<file path="config.mk">
export PLATFORM = sky130hd
export DESIGN_NAME = dff_en_led_bank_flat
export DESIGN_NICKNAME = d
export VERILOG_FILES = /design/src/rtl/dff_en_led_bank_pkg.sv /design/src/rtl/dff_en_led_bank_if.sv /design/src/rtl/dff_en_led_bank_led_stretch.sv /design/src/rtl/dff_en_led_bank.sv /design/src/flat_wrapper.sv
export SDC_FILE = /design/constraint.sdc
export NUM_CORES = 1
export LEC_CHECK = 0
export CORE_ASPECT_RATIO = 0.7
export CORE_MARGIN = 8
export CORE_UTILIZATION = 40
export DETAILED_ROUTE_END_ITERATION = 6
export PLACE_DENSITY = 0.81
export SYNTH_ARGS = -nofsm -noshare
export SYNTH_HDL_FRONTEND = slang
export SYNTH_SLANG_ARGS = --single-unit
</file>
<file path="constraint.sdc">
create_clock -name clk_i -period 3.3 [get_ports clk_i]
set_clock_uncertainty 0.05 [all_clocks]
set_input_delay 0.33 -clock clk_i [delete_from_list [all_inputs] [get_ports clk_i]]
set_output_delay 0.33 -clock clk_i [all_outputs]
set_load 0.01 [all_outputs]
</file>
<file path="src/rtl/dff_en_led_bank_pkg.sv">
// Shared types and constants for the LED register bank: operating modes,
// LED drive selection and the stretch counter sizing helper.
package dff_en_led_pkg;

   typedef enum logic [1:0] {
      MODE_HOLD   = 2'b00,
      MODE_LOAD   = 2'b01,
      MODE_SHIFT  = 2'b10,
      MODE_ROTATE = 2'b11
   } mode_e;

   localparam int LED_MIRROR   = 0;
   localparam int LED_ACTIVITY = 1;

   // Counter must hold the value STRETCH itself, hence the +1.
   function automatic int cnt_width(input int stretch);
      return $clog2(stretch + 1);
   endfunction

endpackage

</file>
<file path="src/rtl/dff_en_led_bank_if.sv">
// Command and status bundle of the LED register bank. The bank is the slave;
// whatever issues mode/data commands and watches the outputs is the master.
interface dff_en_led_bank_if
   import dff_en_led_pkg::*;
#(
   parameter int WIDTH = 8
);
   mode_e              mode_i;
   logic [WIDTH-1:0]   en_i;
   logic [WIDTH-1:0]   d_i;
   logic               ser_i;
   logic [WIDTH-1:0]   q_o;
   logic               ser_o;
   logic [WIDTH-1:0]   led_o;
   logic               changed_o;

   modport master (
      output mode_i, en_i, d_i, ser_i,
      input  q_o, ser_o, led_o, changed_o
   );

   modport slave (
      input  mode_i, en_i, d_i, ser_i,
      output q_o, ser_o, led_o, changed_o
   );
endinterface

</file>
<file path="src/rtl/dff_en_led_bank_led_stretch.sv">
// One activity-stretch down-counter: a trigger reloads STRETCH, the counter
// then runs down to zero. The LED output is a flop, so it cannot glitch.
module led_stretch
   import dff_en_led_pkg::*;
#(
   parameter int STRETCH = 4
) (
   input  logic clk_i,
   input  logic rst_i,
   input  logic trig_i,
   output logic led_o
);

   localparam int            CW       = cnt_width(STRETCH);
   localparam logic [CW-1:0] LOAD_VAL = CW'(STRETCH);

   logic [CW-1:0] cnt;
   logic [CW-1:0] cnt_next;
   logic          led_r;

   always_comb begin
      cnt_next = cnt;
      if (trig_i) begin
         cnt_next = LOAD_VAL;
      end else if (cnt != '0) begin
         cnt_next = cnt - 1'b1;
      end
   end

   // led_r tracks cnt != 0 by decoding the value being loaded into cnt.
   always_ff @(posedge clk_i) begin
      if (rst_i) begin
         cnt   <= '0;
         led_r <= 1'b0;
      end else begin
         cnt   <= cnt_next;
         led_r <= (cnt_next != '0);
      end
   end

   assign led_o = led_r;

endmodule

</file>
<file path="src/rtl/dff_en_led_bank.sv">
// WIDTH-bit hold/load/shift/rotate register with per-bit LED drive that either
// mirrors the stored bit or shows a stretched activity pulse.
module dff_en_led_bank
   import dff_en_led_pkg::*;
#(
   parameter int               WIDTH     = 8,
   parameter logic [WIDTH-1:0] RESET_VAL = '0,
   parameter int               LED_MODE  = LED_MIRROR,
   parameter int               STRETCH   = 4
) (
   input  logic             clk_i,
   input  logic             rst_i,
   dff_en_led_bank_if.slave bus
);

   logic [WIDTH-1:0] q;
   logic [WIDTH-1:0] q_next;
   logic [WIDTH-1:0] diff;
   logic             changed_r;

   always_comb begin
      q_next = q;
      case (bus.mode_i)
         MODE_HOLD:   q_next = q;
         MODE_LOAD:   q_next = (bus.en_i & bus.d_i) | (~bus.en_i & q);
         MODE_SHIFT:  q_next = {q[WIDTH-2:0], bus.ser_i};
         MODE_ROTATE: q_next = {q[WIDTH-2:0], q[WIDTH-1]};
         default:     q_next = q;
      endcase
   end

   assign diff = q_next ^ q;

   // Reset edges never count as a change, whatever q did.
   always_ff @(posedge clk_i) begin
      if (rst_i) begin
         q         <= RESET_VAL;
         changed_r <= 1'b0;
      end else begin
         q         <= q_next;
         changed_r <= |diff;
      end
   end

   assign bus.q_o       = q;
   assign bus.ser_o     = q[WIDTH-1];
   assign bus.changed_o = changed_r;

   if (LED_MODE == LED_ACTIVITY) begin : g_activity
      logic [WIDTH-1:0] led_act;
      for (genvar i = 0; i < WIDTH; i++) begin : g_bit
         led_stretch #(
            .STRETCH (STRETCH)
         ) u_led_stretch (
            .clk_i  (clk_i),
            .rst_i  (rst_i),
            .trig_i (diff[i]),
            .led_o  (led_act[i])
         );
      end
      assign bus.led_o = led_act;
   end else begin : g_mirror
      assign bus.led_o = q;
   end

endmodule
</file>
<file path="src/flat_wrapper.sv">
// flat-port wrapper written by rule: the top's interface ports become plain ports
module dff_en_led_bank_flat import dff_en_led_pkg::*;
#(
   parameter int               WIDTH     = 8,
   parameter logic [WIDTH-1:0] RESET_VAL = '0,
   parameter int               LED_MODE  = LED_MIRROR,
   parameter int               STRETCH   = 4
)
  (clk_i, rst_i, bus_mode_i, bus_en_i, bus_d_i, bus_ser_i, bus_q_o, bus_ser_o, bus_led_o, bus_changed_o);
  dff_en_led_bank_if #(.WIDTH(WIDTH)) bus_i ();
  input  logic clk_i;
  input  logic rst_i;
  input wire logic [$bits(bus_i.mode_i)-1:0] bus_mode_i;
  input wire logic [$bits(bus_i.en_i)-1:0] bus_en_i;
  input wire logic [$bits(bus_i.d_i)-1:0] bus_d_i;
  input wire logic [$bits(bus_i.ser_i)-1:0] bus_ser_i;
  output wire logic [$bits(bus_i.q_o)-1:0] bus_q_o;
  output wire logic [$bits(bus_i.ser_o)-1:0] bus_ser_o;
  output wire logic [$bits(bus_i.led_o)-1:0] bus_led_o;
  output wire logic [$bits(bus_i.changed_o)-1:0] bus_changed_o;
  assign bus_i.mode_i = bus_mode_i;
  assign bus_i.en_i = bus_en_i;
  assign bus_i.d_i = bus_d_i;
  assign bus_i.ser_i = bus_ser_i;
  assign bus_q_o = bus_i.q_o;
  assign bus_ser_o = bus_i.ser_o;
  assign bus_led_o = bus_i.led_o;
  assign bus_changed_o = bus_i.changed_o;
  dff_en_led_bank #(.WIDTH(WIDTH), .RESET_VAL(RESET_VAL), .LED_MODE(LED_MODE), .STRETCH(STRETCH)) u_core (.clk_i(clk_i), .rst_i(rst_i), .bus(bus_i));
endmodule
</file>
==> impl.org <==
** Layout
- Leaving out fill and tap cells, the most frequent cells in the layout are clkdlybuf4s50_1 (38), nand2_1 (13), a21oi_1 (11).
- The library cell used most frequently in the layout, excluding fill and tap cells, is clkdlybuf4s50_1.
- End-of-flow core utilization :: 59.6%
- Area delta synth->final :: 44.4%
- 0 antenna diodes ended up in the layout.
- Counting the fill cells in the layout gives 179.
- Of the cells placed in the final design, the portion with a size suffix greater than 1 is 4.62%.
- At the end of the flow, the number of nets in the layout was 152.

** Critical path
- The largest individual stage delay along the critical path comes from the cell clkdlybuf4s50_1.
- The largest single stage delay on the critical path is 1.02 ns.
- Arrival time of the worst setup path :: 2.16 ns
- Crit. End Element :: register
- STA puts the critical path data required time at 3.39 ns.
- Of all nets on the critical path, the largest fanout is 26.
- The worst setup path is launched from an input pin.
- Critical Setup Path Class :: input pin to register
- Cell-by-cell trace of the critical path :: clkdlybuf4s50_1, o221ai_2, o32a_1, o21ai_1, a31oi_1

** Floorplanning
- The die covers 0.00355 mm².
- Floorplan row count :: 13
- The core region is 0.00182 mm².
- For this configuration, the core starts out at a cell density of 41.3%.
- Die extent in x :: 67.8 µm
- The floorplan step set the die height to 52.3 µm.
- Pin placement for this block handled 39 I/O pins.

** Power and ir drop
- Across the VDD grid, the largest voltage drop is 0.181 mV.
- Power Density :: 307 mW/mm²
- In this run switching power makes up 31.7% of total power.
- Total internal power :: 227 µW
- Static leakage power :: 0.402 nW
- Clock network fraction of total power :: 27.9%
- Power consumption :: 333 µW
- Comb pwr share :: 34.0%
- Per report_power, the sequential group accounts for 38.1% of the total.
- In this run the power spent charging and discharging nets is 106 µW.

** Synthesis
- Of the synthesized area, sequential elements account for 24.0%.
- Summing the areas of all compound-gate instances in the mapped netlist gives 28.3% of the synthesized area.
- Adder-Cell Fraction of Synth Area :: 0%
- Measured against the total synthesized area, the mux share comes to 4.49%.
- Summing the areas of all xor and xnor instances in the mapped netlist gives 9.32% of the synthesized area.
- Ranking of synthesized cells by area :: dfxtp_1 (24%), buf_4 (9.0%), a21oi_1 (7.3%)
- The Yosys step of the flow raised 0 warnings.
- By area, the combinational part of the netlist is dominated by compound AO/OA/AOI/OAI gates.
- Number of distinct library cells after synthesis :: 30
- Area leader, netlist :: dfxtp_1
- Portion of synthesized cell area occupied by the leading cell type :: 24.0%
- In this run, synthesis produced a sequential element count of 9.
- The average instance in the mapped netlist occupies 7.30 µm².
- Cell count after synthesis :: 103
- Synth Area in Simple Gates :: 18.6%
- After synthesis the cells add up to 752 µm².
- When the netlist entered floorplanning its net count stood at 124.

** Global route
- The first global-routing pass estimated 3580 µm of wire.
- In the global route stage, overall resource usage came out at 12.8%.
- For this run the aggregate overflow at the end of global routing stands at 0.
- Number of global-route vias before repair :: 810
- Antenna violations before repair :: 0
- Entering global routing, the biggest net connects 27 pins.

** STA
- Finish-stage setup viols :: 0
- Slew @ Worst Pin :: 0.844 ns
- Unrepaired setup endpoints after global routing :: no
- The total count of hold-check failures in the final report is 0.
- Headroom to the max-slew limit came out at 43.6%.
- Period utilization :: 62.6%
- Subtracting the final worst setup slack from the clock period gives 2.07 ns.
- After routing, the total negative slack on setup checks comes to 0 ns.
- The total count of max-transition violations in the final report is 0.
- Derived from the worst setup path, the maximum achievable clock frequency is 484 MHz.

** Clocking
- Once the clock tree was built, the setup fixing pass inserted 0 buffers.
- Clock-pin slew was measured on the worst setup and hold paths at 0.07 ns.
- The number of clock buffers added by TritonCTS is 3.
- CTS H-tree lvls :: 1
- The tree is rooted in a clkbuf_4.
- The longest clock path from root to sink contains 2 buffers.
- TritonCTS built the clock tree.
- Clk_lat worst skew :: 0.27 ns
- Clock Sinks :: 9
- Hold repair after CTS inserted 0 buffers.
- PostCTS Resize Cnt :: 0

** Flow run
- Number of max-cap violations :: 0

** Routing
- The routed layout has 829 vias.
- Remaining DRCs :: 0
- First DRT Iteration DRCs :: 19
- The first detailed-routing pass ran for 5 iterations.
- The routed design has 2250 µm of wire.
- Vias per cell :: 5.45
- DRT antenna net count :: 0
- Avg WL per Cell :: 14.8 µm

** Worst hold path
- In this run the worst hold path is classified as register to register.

** Status
- The flow ran to the end, and the final reports show no timing, DRC or antenna violations.

** Placement
- During placement, the flow inserted port buffers numbering 38.
- Global placement routability congestion :: 0.858
- Detailed placement ended at an HPWL of 1690 µm.
cell usage after synthesis:
cell and number:
nand2_1 13, a21oi_1 11, nor2_1 10, buf_4 9
dfxtp_1 9, nand3_1 5, xor2_1 5, a31oi_1 4
buf_2 4, a211oi_1 3, o21ai_0 3, xnor2_1 3
a21boi_0 2, a311oi_1 2, inv_1 2, mux2i_1 2
nand2b_1 2, nor3_1 2, a22oi_1 1, a2bb2oi_1 1
buf_6 1, clkbuf_1 1, clkbuf_2 1, mux2i_2 1
o211ai_1 1, o21ai_1 1, o221ai_2 1, o311ai_0 1
o32a_1 1, or3_1 1
kinds of logic after synthesis:
kind of cell | Yosys count
xor gates and xnor gates | 8
buffers and inverters | 18
DFF | 9
and+or+nand+nor | 33
AOI/OAI and AO/OA | 32
muxes | 3
power groups by stage:
stage                     registers, mW  clock network [mW]  logic [mW]
after global routing              0.128              0.0969       0.124
after global placement            0.128                   0       0.110
after floorplan                   0.129                   0      0.0604
after CTS                         0.127              0.0908       0.113
after detailed placement          0.129                   0       0.112
final                             0.127              0.0929       0.113
state kept, by name, indices dropped and copies added (netlist names):
register and flops:
u_core.bus.led_o 8, u_core.bus.changed_o 1
stage by stage:
step | worst slack (ns) | cells | area [µm²] | hold slack, ns
after floorplan | 1.85 | 103 | 752 | 0.473
after global placement | 1.06 | 148 | 1060 | 0.501
after detailed placement | 0.989 | 148 | 1060 | 0.511
after CTS | 1.27 | 152 | 1090 | 0.525
after global routing | 1.11 | 152 | 1090 | 0.566
final | 1.23 | 152 | 1090 | 0.528
path summary, 6_finish.rpt:
path                          endpoint                 from  slack [ns]  cells after the start
setup / recovery  u_core.bus.changed_o        bus_mode_i[1]        1.23                      5
hold / removal     u_core.bus.led_o[2]  u_core.bus.led_o[2]        0.53                      2
setup reg to reg  u_core.bus.changed_o  u_core.bus.led_o[3]        1.74                      5
hold reg to reg    u_core.bus.led_o[2]  u_core.bus.led_o[2]        0.53                      2
layout make-up:
type                            count  area [µm²]  area share, %
Sequential cell                     9         180           16.6
Multi-Input combinational cell     76         457           42.1
Inverter                            2        7.51          0.691
Timing Repair Buffer               39         388           35.7
Tap cell                           22        27.5           2.53
Clock buffer                        4        26.3           2.42
layer usage:
metal | global-route usage (%) | up-vias | wire length (µm) | part of all wire, %
li1 | - | 412 | - | -
met1 | 13.5 | 380 | 899 | 40
met2 | 22.1 | 31 | 1080 | 48
met3 | 6.84 | 6 | 244 | 11
met4 | 3.05 | 0 | 29 | 1.3
met5 | 0 | - | 0 | 0
worst max-delay path: cells and delay by family:
| family | cells | cell delay, ns |
|---|---|---|
| compound gates | 4 | 0.79 |
| buf+inv | 1 | 1.02 |
No activity file was read; power rests on OpenSTA's default activity.
